File: config.mk
export PLATFORM = sky130hd
export DESIGN_NAME = risc_run_ctrl
export DESIGN_NICKNAME = d
export VERILOG_FILES = /design/src/rtl/risc_run_pkg.sv /design/src/rtl/run_cycle_counter.sv /design/src/rtl/risc_run_ctrl.sv
export SDC_FILE = /design/constraint.sdc
export NUM_CORES = 1
export LEC_CHECK = 0
export ABC_AREA = 1
export CAP_MARGIN = 5
export CORE_ASPECT_RATIO = 0.5
export CORE_MARGIN = 2
export CORE_UTILIZATION = 50
export DETAILED_ROUTE_END_ITERATION = 8
export PLACE_DENSITY = 0.81
export REMOVE_ABC_BUFFERS = 1
export SLEW_MARGIN = 5
export SYNTH_ARGS = -nofsm -noshare
export SYNTH_HDL_FRONTEND = slang
export SYNTH_SLANG_ARGS = --single-unit
File: constraint.sdc
create_clock -name clk -period 2.9 [get_ports clk]
set_input_delay 0.29 -clock clk [delete_from_list [all_inputs] [get_ports clk]]
set_output_delay 0.29 -clock clk [all_outputs]
set_load 0.05 [all_outputs]
File: src/rtl/risc_run_pkg.sv
// Shared types and default parameters for the risc_processor run controller.
package risc_run_pkg;

  typedef enum logic [2:0] {
    S_IDLE,
    S_RST,
    S_RUN,
    S_DRAIN,
    S_RD,
    S_CAP,
    S_OUT,
    S_DONE
  } run_state_t;

  localparam int DEF_DMEM_AW      = 10;
  localparam int DEF_DMEM_DW      = 16;
  localparam int DEF_RST_CYCLES   = 4;
  localparam int DEF_MAX_CYCLES   = 520;
  localparam int DEF_DRAIN_CYCLES = 3;
  localparam int DEF_DUMP_WORDS   = 3;

  // The shared phase counter must hold the largest value any phase loads.
  function automatic int cnt_width(input int a, input int b, input int c);
    int w;
    w = $clog2(a + 1);
    if ($clog2(b + 1) > w) w = $clog2(b + 1);
    if ($clog2(c + 1) > w) w = $clog2(c + 1);
    if (w < 1) w = 1;
    return w;
  endfunction

endpackage

File: src/rtl/run_cycle_counter.sv
// Loadable up/down counter with a zero flag, time-shared by the RST, RUN and
// DRAIN phases of the run controller.
module run_cycle_counter #(
  parameter int W = 4
) (
  input  logic         clk,
  input  logic         reset,
  input  logic         load,
  input  logic [W-1:0] load_val,
  input  logic         en,
  input  logic         up,
  output logic [W-1:0] count,
  output logic         zero
);

  always_ff @(posedge clk or posedge reset) begin
    if (reset)
      count <= '0;
    else if (load)
      count <= load_val;
    else if (en)
      count <= up ? count + W'(1) : count - W'(1);
  end

  assign zero = (count == '0);

endmodule

File: src/rtl/risc_run_ctrl.sv
// Run controller: holds the core in reset, runs it until halt or budget
// expiry, drains stores, then streams the first DUMP_WORDS dmem words out.
//
// state | meaning
// IDLE  | core held in reset, waiting for start
// RST   | core reset asserted for RST_CYCLES
// RUN   | core enabled, cycle budget counting up
// DRAIN | core enabled for DRAIN_CYCLES so in-flight stores retire
// RD    | controller drives dmem read address
// CAP   | read data captured into dump_data
// OUT   | dump word offered on valid/ready
// DONE  | core frozen and inspectable, dump complete
module risc_run_ctrl
  import risc_run_pkg::*;
#(
  parameter int DMEM_AW      = DEF_DMEM_AW,
  parameter int DMEM_DW      = DEF_DMEM_DW,
  parameter int RST_CYCLES   = DEF_RST_CYCLES,
  parameter int MAX_CYCLES   = DEF_MAX_CYCLES,
  parameter int DRAIN_CYCLES = DEF_DRAIN_CYCLES,
  parameter int DUMP_WORDS   = DEF_DUMP_WORDS
) (
  input  logic               clk,
  input  logic               reset,
  input  logic               start,
  output logic               cpu_reset,
  output logic               cpu_en,
  input  logic               halt_seen,
  output logic               dmem_sel,
  output logic [DMEM_AW-1:0] dmem_addr,
  input  logic [DMEM_DW-1:0] dmem_rdata,
  output logic               dump_valid,
  input  logic               dump_ready,
  output logic [DMEM_AW-1:0] dump_addr,
  output logic [DMEM_DW-1:0] dump_data,
  output logic               busy,
  output logic               done,
  output logic               timeout
);

  localparam int CW = cnt_width(MAX_CYCLES, RST_CYCLES, DRAIN_CYCLES);
  localparam logic [CW-1:0]    RST_LOAD   = CW'(RST_CYCLES - 1);
  localparam logic [CW-1:0]    RUN_LAST   = CW'(MAX_CYCLES - 1);
  localparam logic [CW-1:0]    DRAIN_LOAD = CW'(DRAIN_CYCLES - 1);
  // Index is one bit wider than the address so a full-memory dump compares cleanly.
  localparam logic [DMEM_AW:0] LAST_IDX   = (DMEM_AW + 1)'(DUMP_WORDS - 1);

  run_state_t        state, state_nxt;
  logic [DMEM_AW:0]  idx;
  logic              cnt_load, cnt_en, cnt_up, cnt_zero;
  logic [CW-1:0]     cnt_val, cnt;
  logic              idx_clr, idx_inc, cap, set_to, clr_to;

  run_cycle_counter #(.W(CW)) u_cnt (
    .clk      (clk),
    .reset    (reset),
    .load     (cnt_load),
    .load_val (cnt_val),
    .en       (cnt_en),
    .up       (cnt_up),
    .count    (cnt),
    .zero     (cnt_zero)
  );

  always_ff @(posedge clk or posedge reset) begin
    if (reset) begin
      state     <= S_IDLE;
      idx       <= '0;
      dump_addr <= '0;
      dump_data <= '0;
      timeout   <= 1'b0;
    end else begin
      state <= state_nxt;
      if (idx_clr)
        idx <= '0;
      else if (idx_inc)
        idx <= idx + 1'b1;
      if (cap) begin
        dump_data <= dmem_rdata;
        dump_addr <= idx[DMEM_AW-1:0];
      end
      if (clr_to)
        timeout <= 1'b0;
      else if (set_to)
        timeout <= 1'b1;
    end
  end

  always_comb begin
    state_nxt = state;
    cnt_load  = 1'b0;
    cnt_val   = '0;
    cnt_en    = 1'b0;
    cnt_up    = 1'b0;
    idx_clr   = 1'b0;
    idx_inc   = 1'b0;
    cap       = 1'b0;
    set_to    = 1'b0;
    clr_to    = 1'b0;
    case (state)
      S_IDLE, S_DONE: begin
        if (start) begin
          state_nxt = S_RST;
          cnt_load  = 1'b1;
          cnt_val   = RST_LOAD;
          clr_to    = 1'b1;
        end
      end
      S_RST: begin
        if (cnt_zero) begin
          state_nxt = S_RUN;
          cnt_load  = 1'b1;
        end else begin
          cnt_en = 1'b1;
        end
      end
      S_RUN: begin
        // Halt takes priority over budget expiry in the same cycle.
        if (halt_seen || cnt == RUN_LAST) begin
          set_to = !halt_seen;
          if (DRAIN_CYCLES == 0) begin
            state_nxt = S_RD;
            idx_clr   = 1'b1;
          end else begin
            state_nxt = S_DRAIN;
            cnt_load  = 1'b1;
            cnt_val   = DRAIN_LOAD;
          end
        end else begin
          cnt_en = 1'b1;
          cnt_up = 1'b1;
        end
      end
      S_DRAIN: begin
        if (cnt_zero) begin
          state_nxt = S_RD;
          idx_clr   = 1'b1;
        end else begin
          cnt_en = 1'b1;
        end
      end
      S_RD:  state_nxt = S_CAP;
      S_CAP: begin
        cap       = 1'b1;
        state_nxt = S_OUT;
      end
      S_OUT: begin
        if (dump_ready) begin
          if (idx == LAST_IDX) begin
            state_nxt = S_DONE;
          end else begin
            idx_inc   = 1'b1;
            state_nxt = S_RD;
          end
        end
      end
      default: state_nxt = S_IDLE;
    endcase
  end

  assign cpu_reset  = (state == S_IDLE) || (state == S_RST);
  assign cpu_en     = (state == S_RUN) || (state == S_DRAIN);
  assign dmem_sel   = (state == S_RD);
  assign dmem_addr  = dmem_sel ? idx[DMEM_AW-1:0] : '0;
  assign dump_valid = (state == S_OUT);
  assign busy       = (state != S_IDLE) && (state != S_DONE);
  assign done       = (state == S_DONE);

endmodule

# [After elaboration in Yosys (flattened, before gate mapping)]
# Cells that the tools add are included.
[classes] n_reduce_logical=14 eq_ne=15 muxes=34 addsub=3
[ops] operator="10-bit 2-to-1 mux" count=4
[ops] operator="11-bit 2-to-1 mux" count=2
[ops] operator="3-bit case mux with 7 select lines" count=1
[ops] operator="1-bit 2-to-1 mux" count=16
[ops] operator="3-bit 2-to-1 mux" count=5
[ops] operator="3-bit equality test, second input constant" count=4
[ops] operator="11-bit by 1-bit adder with 11-bit output, second input constant" count=1
[ops] operator="11-bit by 2-bit equality test with 1-bit output, second input constant" count=1
[ops] operator="10-bit by 1-bit adder with 10-bit output, second input constant" count=1
[ops] operator="10-bit equality test, second input constant" count=1
[ops] operator="10-bit logical NOT" count=1
[ops] operator="10-bit by 1-bit subtractor with 10-bit output, second input constant" count=1
[ops] operator="2-bit != test, second input constant" count=4
[ops] operator="3-bit by 2-bit equality test with 1-bit output, second input constant" count=2
[ops] operator="2-bit 2-to-1 mux" count=3
[ops] operator="2-bit nonzero test" count=3
[ops] operator="5-bit AND reduction" count=1
[ops] operator="2-bit case mux with 2 select lines" count=1
[ops] operator="2-bit OR reduction" count=2
[ops] operator="3-bit by 1-bit equality test with 1-bit output, second input constant" count=1
[ops] operator="3-bit logical NOT" count=1
[ops] operator="1-bit logical OR" count=3
[ops] operator="3-bit != test, second input constant" count=1
[ops] operator="1-bit case mux with 3 select lines" count=1
[ops] operator="5 further kinds" count=5
[word_totals] register_bits=51 word_cells=72 out_inout_bits=43

# [Logic depth before layout (Yosys ltp)]
# Gate-level depths: netlist of the first run.
[logic_depth] depth_word=7 ltp_mapped=16

# [By module]
# From an unflattened synthesis of the first run, not the netlist that was laid out.
[hier_totals] hier_cells=414 area_unflattened_um2=3054.2
[modules_own_cells] module="risc_run_ctrl" cells_each=288 area_per_inst_um2=2148.3 instances=1
[modules_own_cells] module="run_cycle_counter" cells_each=126 area_per_inst_um2=905.9 instances=1

# [Worst setup path after synthesis of the first run]
# Ideal clock, no wire load.
[synth_timing] path_kind="register to register" start="register state[0]" end="register u_cnt.count[7]" path_buffers=0 path_stages_with_launch=13 arrival_time_ns=2.068 synth_period_minus_slack_ns=2.185 setup_time_ns=0.117 slack_ns=0.715 cell_sequence="dfrtp_1 > nor2_2 > nand2_2 > nor2_4 > nand2_4 > ha_1 > a21oi_1 > inv_1 > a21oi_1 > nand2_1 > or2_2 > nand3_1 > nand2_1"
[synth_via] elab_chain_len=5 word_cells_on_any_way=14 classes_between="eq/ne (4); mux (6); reduce/logical (4)"
[synth_lines] element="from (decl)" line_no="risc_run_ctrl.sv:48" source="run_state_t state, state_nxt;"
[synth_lines] element="from (signal assigned)" line_no="risc_run_ctrl.sv:73" source="state <= state_nxt;"
[synth_lines] element="3-bit by 2-bit equality test with 1-bit output" line_no="risc_run_ctrl.sv:100" source="case (state)"
[synth_lines] element="1-bit 2-to-1 mux" line_no="risc_run_ctrl.sv:100"
[synth_lines] element="10-bit 2-to-1 mux" line_no="run_cycle_counter.sv:22" source="count <= up ? count + W'(1) : count - W'(1);"
[synth_lines] element="10-bit 2-to-1 mux" line_no="run_cycle_counter.sv:21" source="else if (en)"
[synth_lines] element="10-bit 2-to-1 mux" line_no="run_cycle_counter.sv:19" source="else if (load)"
[synth_lines] element="to (signal assigned)" line_no="run_cycle_counter.sv:20" source="count <= load_val;"
[synth_lines] element="to (signal assigned)" line_no="run_cycle_counter.sv:22"
[synth_lines] element="to (decl)" line_no="run_cycle_counter.sv:12" source="output logic [W-1:0] count,"
# Parallel ways exist; a longest one is shown, timed or not. The select of a mux whose other input is x is not followed.
# A chain may end at the register's enable or synchronous reset.

# [Worst setup path after layout of the first run]
[layout_timing] start="register state[0]" end="output port dmem_addr[5]"
[layout_via] elab_chain_len=2
[layout_lines] element="3-bit equality test" line_no="risc_run_ctrl.sv:163" source="assign dmem_sel = (state == S_RD);"
[layout_lines] element="10-bit 2-to-1 mux" line_no="risc_run_ctrl.sv:164" source="assign dmem_addr = dmem_sel ? idx[DMEM_AW-1:0] : '0;"
[layout_lines] element="to (decl)" line_no="risc_run_ctrl.sv:30" source="output logic [DMEM_AW-1:0] dmem_addr,"
# Every way passes these cells.

==> flow_metrics.env, run 1 <==
export IMPL_crit_slowest_cell="clkdlybuf4s50_1"
export IMPL_layout_commonest_cell="nand2_1"
export IMPL_post_route_period_util_pct=94.4
export IMPL_yosysWarnings=0
export IMPL_ant_nets=0
export IMPL_synth_top_area_cell="dfrtp_1"
export IMPL_dp_slack_ns=0.449
export IMPL_p_leak_nw=1.80
export IMPL_clock_tree_buffer_depth=2
export IMPL_ys_seq_elements=51
export IMPL_worstSetupEndpointType="output pin"
export IMPL_dp_cells=491
export IMPL_violations="DRC"
export IMPL_drv_slew=0
export IMPL_hold_buffers=0
export IMPL_status="finished, violations left"
export IMPL_path_common_cell="nor2_1"
export IMPL_nets=457
export IMPL_setup_violations=0
export IMPL_min_path_type="in -> async"
export IMPL_syn_avg_cell_area_um2=8.24
export IMPL_wl_per_cell_um=14.2
export IMPL_gp_congestion=0.811
export IMPL_synth_seq_area_share_pct=42.9
export IMPL_wl_um=7080
export IMPL_max_stage_delay_ns=0.83
export IMPL_start_kind="register"
export IMPL_ctsResizeCount=0
export IMPL_layout_common_cells="nand2_1, clkdlybuf4s50_1, dfrtp_1"
export IMPL_slew_headroom_pct=52.9
export IMPL_fin_area_mm2=0.00384
export IMPL_worstSkewPairLatency_ns=0.30
export IMPL_dpl_instance_area_mm2=0.00366
export IMPL_worstMarginPinSlew_ns=0.704
export IMPL_cts_root_buf="clkbuf_16"
export IMPL_register_area_mm2=0.00128
export IMPL_port_buffers=63
export IMPL_core_mm2=0.00561
export IMPL_post_route_util_pct=68.4
export IMPL_grt_max_degree=37
export IMPL_globalRoute_totalOverflow=0
export IMPL_grt_pass1_wl_um=12200
export IMPL_finalCriticalPeriod_ns=2.74
export IMPL_hpwl_um=5220
export IMPL_cts_setup_buffers=0
export IMPL_worst_hold_slack_ns=0.437
export IMPL_crit_chain="nor2_1, nand2_1, nor2_1, clkdlybuf4s50_1"
export IMPL_dieArea_mm2=0.00662
export IMPL_clock_sinks=51
export IMPL_synth_top_cell_area_share_pct=42.9
export IMPL_peakVddDrop_mv=0.606
export IMPL_via_per_inst=5.28
export IMPL_cp_max_fo=11
export IMPL_die_x_um=113
export IMPL_drive_above_1_share_pct=9.62
export IMPL_setup_ws_ns=0.163
export IMPL_die_h_um=58.5
export IMPL_cap_violations=0
export IMPL_finalClockSkew_ns=0.00553
export IMPL_yosysUniqueCellTypes=34
export IMPL_drc_errors=4
export IMPL_hold_viol=0
export IMPL_power_density_mw_per_mm2=1220
export IMPL_fin_setup_tns_ns=0
export IMPL_start_util_pct=53.0
export IMPL_io_pins=64
export IMPL_grt_usage_pct=23.3
export IMPL_grt_pass1_vias=2593
export IMPL_drt_pass1_iter_count=6
export IMPL_arrival_ns=2.45
export IMPL_fillerInstances=427
export IMPL_antenna_found_initial=0
export IMPL_ctsHtreeMaxLevel=2
export IMPL_stdcell_count=499
export IMPL_cts_tree="done"
export IMPL_fmax_ghz=0.365
export IMPL_n_antenna_cell=0
export IMPL_worstPathRequired_ns=2.61
export IMPL_crit_family="simple AND/OR/NAND/NOR gates"
export IMPL_syn_area_mm2=0.00298
export IMPL_cp_buffers_inverters=1
export IMPL_vias=2633
export IMPL_row_count=19
export IMPL_synth_area_leaders="dfrtp_1, nand2_1, inv_1, nor2_1, nand3_1"
export IMPL_areaGrowthSynthToFinish_pct=29.0
export IMPL_critPathKind="reg -> out"
export IMPL_drt_initial_drc_count=185
export IMPL_multi_input_area_mm2=0.00147
export IMPL_cts_buffers=5
export IMPL_grt_setup_unrepaired="false"
export IMPL_syn_instance_count=361
export IMPL_clk_pin_slew_ns=0.07
export IMPL_p_total_mw=4.68
## area by class of cell
class / count / area share (%)
sequential: 51 / 33.3
tap: 73 / 2.38
inverter: 48 / 4.76
clock buffer: 5 / 3.26
clock inverter: 3 / 1.24
timing repair buffer: 65 / 16.8
multi-input combinational: 254 / 38.3
## state kept, by name (all words and copies together), names as in the netlist
register and cells:
state 3, idx 11, dump_addr 10, u_cnt.count 10
dump_data 16, timeout 1
## cell usage after synthesis (all sizes together)
library cell  number
o22ai              1
inv               48
xor2              10
or2                1
dfrtp             51
buf                5
a21oi              9
clkbuf             3
a21o               2
o21bai             1
nor2              46
fa                 1
ha                10
nand3             31
nand4              3
nand2             83
xnor2              1
mux2              16
o21ai             28
nand3b             2
nor3               9
## power breakdown
group | switching, mW | internal, mW
combinational | 1.85 | 0.979
sequential | 0.206 | 0.959
clock | 0.277 | 0.412
total | 2.33 | 2.35
## kinds of logic after synthesis
kind of cell | synth area share [%]
muxes | 6.06
adders and majority gates | 4.88
DFF | 42.9
and+or+nand+nor | 27.2
buffers and inverters | 7.74
xor gates and xnor gates | 3.24
AOI/OAI and AO/OA | 7.95
## layer usage
metal | global-route usage [%] | vias to the layer above | routed length (um)
met5 | 0 | - | 0
met4 | 8.01 | 0 | 143
met3 | 4.22 | 20 | 424
met2 | 43.5 | 97 | 3600
met1 | 27.8 | 1235 | 2910
li1 | - | 1281 | -
## final timing paths
kind / from / endpoint / slack [ns] / cells after the start
min in group clk: dump_addr[3]$_DFFE_PP0P_ / dump_addr[3]$_DFFE_PP0P_ / 0.49 / 2
min: reset / dump_data[7]$_DFFE_PP0P_ / 0.44 / 2
max reg2reg: u_cnt.count[7]$_DFFE_PP0P_ / u_cnt.count[6]$_DFFE_PP0P_ / 0.45 / 14
max in group asynchronous: reset / dump_addr[7]$_DFFE_PP0P_ / 1.84 / 3
max: state[0]$_DFFE_PP0P_ / dmem_addr[5] / 0.16 / 4
min reg2reg: dump_addr[3]$_DFFE_PP0P_ / dump_addr[3]$_DFFE_PP0P_ / 0.49 / 2
Power figures use the tool's default switching activity.
==> run 2, diff against run 1 <==
--- a/config.mk
+++ b/config.mk
@@ -5,13 +5,12 @@
 export SDC_FILE = /design/constraint.sdc
 export NUM_CORES = 1
 export LEC_CHECK = 0
-export ABC_AREA = 1
 export CAP_MARGIN = 5
 export CORE_ASPECT_RATIO = 0.5
 export CORE_MARGIN = 2
-export CORE_UTILIZATION = 50
+export CORE_UTILIZATION = 45
 export DETAILED_ROUTE_END_ITERATION = 8
-export PLACE_DENSITY = 0.81
+export PLACE_DENSITY = 0.78
 export REMOVE_ABC_BUFFERS = 1
 export SLEW_MARGIN = 5
 export SYNTH_ARGS = -nofsm -noshare
==> constraint.sdc (replaced) <==
create_clock -name clk -period 2.4 [get_ports clk]
set_input_delay 0.24 -clock clk [delete_from_list [all_inputs] [get_ports clk]]
set_output_delay 0.24 -clock clk [all_outputs]
set_load 0.05 [all_outputs]
==> run 2 against run 1 <==
Compared with the run above:
- the run ends with setup timing left
- critical path depth rose by 7
- first-iteration DRC count decreased by 13%
- final cell count is 11% lower
- die area grew 1.2%
- count of clock-buffer cells in the layout grew 1
- global-route usage down 0.53 points
- synthesized area fell by 8.9%
- non-clock buffer count is 45 higher
- wire length rose by 8.0%
- via count fell by 5.2%
- hold slack better by 0.0049 ns
- largest cell class unchanged
==> flow_metrics.env, run 2 <==
export IMPL_status="finished, violations left"
export IMPL_violations="setup timing"
export IMPL_synth_top_cell_area_share_pct=47.1
export IMPL_cp_max_fo=8
export IMPL_post_route_util_pct=74.1
export IMPL_wl_per_cell_um=17.2
export IMPL_port_buffers=63
export IMPL_gp_congestion=0.855
export IMPL_synthAdderAreaFrac_pct=5.35
export IMPL_drc_errors=0
export IMPL_synth_simple_area_share_pct=17.7
export IMPL_core_mm2=0.00563
export IMPL_regMostFlops="dump_data"
export IMPL_nets=404
export IMPL_finalClockSkew_ns=0.00450
export IMPL_n_antenna_cell=0
export IMPL_grt_usage_pct=22.8
export IMPL_netlist_top_cells_count="dfrtp_1, nor2_1, nand2_1, o21ai_0"
export IMPL_worstSkewPairLatency_ns=0.29
export IMPL_fin_area_mm2=0.00417
export IMPL_stdcell_count=446
export IMPL_vias=2496
export IMPL_arrival_ns=2.73
export IMPL_finalCriticalPeriod_ns=2.56
export IMPL_drt_pass1_iter_count=4
export IMPL_cap_violations=0
export IMPL_setup_violations=3
export IMPL_synth_area_mux_share_pct=9.51
export IMPL_synth_area_leaders="dfrtp_1, mux2_2, ha_1, mux2_1, nor2_1"
export IMPL_grt_pass1_vias=2604
export IMPL_fillerInstances=361
export IMPL_synth_seq_area_share_pct=47.1
export IMPL_min_path_type="in -> async"
export IMPL_layout_common_cells="dfrtp_1, clkdlybuf4s50_1, buf_4"
export IMPL_worstMarginPinSlew_ns=0.693
export IMPL_synth_compound_area_share_pct=13.7
export IMPL_post_route_period_util_pct=107
export IMPL_synth_top_family_by_area="simple AND/OR/NAND/NOR gates"
export IMPL_hpwl_um=4970
export IMPL_yosysWarnings=0
export IMPL_largest_reg_flops=16
export IMPL_register_area_mm2=0.00128
export IMPL_drive_above_1_share_pct=29.2
export IMPL_ctsHtreeMaxLevel=2
export IMPL_synth_xor_area_share_pct=3.55
export IMPL_fmax_ghz=0.390
export IMPL_reg_top3="dump_data (16), idx (11)"
export IMPL_cts_buffers=5
export IMPL_synth_edf_count=0
export IMPL_slew_headroom_pct=53.5
export IMPL_hold_viol=0
export IMPL_dp_cells=432
export IMPL_grt_pass1_wl_um=11900
export IMPL_syn_instance_count=264
export IMPL_antenna_found_initial=0
export IMPL_die_x_um=114
export IMPL_globalRoute_totalOverflow=0
export IMPL_ant_nets=0
export IMPL_synth_most_common_cell="dfrtp_1"
export IMPL_cts_tree="done"
export IMPL_hold_buffers=0
export IMPL_peakVddDrop_mv=0.871
export IMPL_die_h_um=58.9
export IMPL_ys_flop_type="dfrtp_1"
export IMPL_yosysUniqueCellTypes=54
export IMPL_syn_avg_cell_area_um2=10.3
export IMPL_wl_um=7650
export IMPL_dpl_instance_area_mm2=0.00381
export IMPL_p_leak_nw=1.80
export IMPL_areaGrowthSynthToFinish_pct=53.9
export IMPL_async_flop_share_pct=100
export IMPL_row_count=19
export IMPL_grt_setup_unrepaired="true"
export IMPL_start_kind="register"
export IMPL_via_per_inst=5.60
export IMPL_drt_initial_drc_count=161
export IMPL_start_util_pct=48.1
export IMPL_dp_slack_ns=-0.375
export IMPL_clock_tree_buffer_depth=2
export IMPL_multi_input_area_mm2=0.00150
export IMPL_io_pins=64
export IMPL_cts_root_buf="clkbuf_16"
export IMPL_power_density_mw_per_mm2=1540
export IMPL_worstPathRequired_ns=2.57
export IMPL_clock_sinks=51
export IMPL_critPathKind="reg -> reg"
export IMPL_grt_max_degree=52
export IMPL_ys_seq_elements=51
export IMPL_syn_area_mm2=0.00271
export IMPL_setup_ws_ns=-0.163
export IMPL_clk_pin_slew_ns=0.07
export IMPL_dieArea_mm2=0.00670
export IMPL_drv_slew=0
export IMPL_worstSetupEndpointType="register"
export IMPL_synth_top_area_cell="dfrtp_1"
[run 2: changes by cell type after synthesis, moves of 9 or more]
| cell | change |
|---|---|
| o21ai_0 | -9 |
| nor2_1 | -16 |
| and2_1 | +10 |
| nand3_1 | -24 |
| nand2_1 | -58 |
| inv_1 | -33 |
[run 2: cell type report]
class / instances / share of cell area, %
clock inverter: 2 / 0.330
tap: 73 / 2.19
sequential: 51 / 30.6
multi-input combinational: 193 / 36.0
clock buffer: 6 / 3.33
inverter: 11 / 0.990
timing repair buffer: 110 / 26.5
[run 2: timing repair]
| action | 4_1_cts | 5_1_grt |
|---|---|---|
| setup endpoints to repair | 4 | 9 |
| gates resized for setup | 13 | 18 |
| pin swaps | 8 | 17 |
| buffers inserted | 4 | 2 |
[run 2: report_power, final]
group          internal [mW]  switching, mW  leakage [nW]
Clock                  0.417          0.319        0.0772
Combinational           1.85           2.43          1.09
Sequential              1.19          0.235         0.635
[run 2: kinds of logic after synthesis]
logic type / Yosys count
DFF: 51
muxes: 23
AOI/OAI and AO/OA: 58
buffers and inverters: 20
xor gates and xnor gates: 11
adders and majority gates: 11
and+or+nand+nor: 90
[run 2: path summary, 6_finish.rpt]
check	start	to	slack [ns]	depth (start not counted)
worst max-delay path	state[0]$_DFFE_PP0P_	u_cnt.count[9]$_DFFE_PP0P_	-0.16	11
worst min-delay path	reset	idx[9]$_DFFE_PP0P_	0.44	3
worst max register to register	state[0]$_DFFE_PP0P_	u_cnt.count[9]$_DFFE_PP0P_	-0.16	11
worst min register to register	dump_addr[0]$_DFFE_PP0P_	dump_addr[0]$_DFFE_PP0P_	0.48	2
max in group asynchronous	reset	timeout$_DFFE_PP0P_	1.55	3
min in group clk	dump_addr[0]$_DFFE_PP0P_	dump_addr[0]$_DFFE_PP0P_	0.48	2
[run 2: per-stage QoR]
step	hold slack [ns]	total power, mW	TNS (ns)
after detailed placement	0.472	5.20	-0.765
after floorplan	0.372	3.70	-5.06
after global placement	0.465	5.06	-0.423
after CTS	0.464	6.08	-0.172
final	0.442	6.44	-0.420
after global routing	0.513	6.76	-1.28
[run 2: layer usage]
metal,GRT usage (%),vias up,routed length [um],share of wire (%)
li1,-,1146,-,-
met1,26.7,1235,3100,41
met2,42.1,89,3990,52
met3,4.22,26,318,4.2
met4,9.58,0,245,3.2
met5,0,-,0,0
[run 2: worst max-delay path, cell delays in order, from the launching register on]
cell      delay (ns)
dfrtp_1         0.40
or3b_4          0.40
nor2_4          0.15
nand2_4         0.14
buf_6           0.17
ha_4            0.16
a21oi_2         0.20
o211ai_1        0.17
a41oi_2         0.28
nor2b_1         0.10
a211oi_2        0.18
a21oi_1         0.09
==> run 3, diff against run 2 <==
--- a/config.mk
+++ b/config.mk
@@ -9,6 +9,7 @@
 export CORE_ASPECT_RATIO = 0.5
 export CORE_MARGIN = 2
 export CORE_UTILIZATION = 45
+export CTS_CLUSTER_SIZE = 14
 export DETAILED_ROUTE_END_ITERATION = 8
 export PLACE_DENSITY = 0.78
 export REMOVE_ABC_BUFFERS = 1
==> results of run 3 <==
The final DEF is identical to that of run 2; final timing and power are the same.
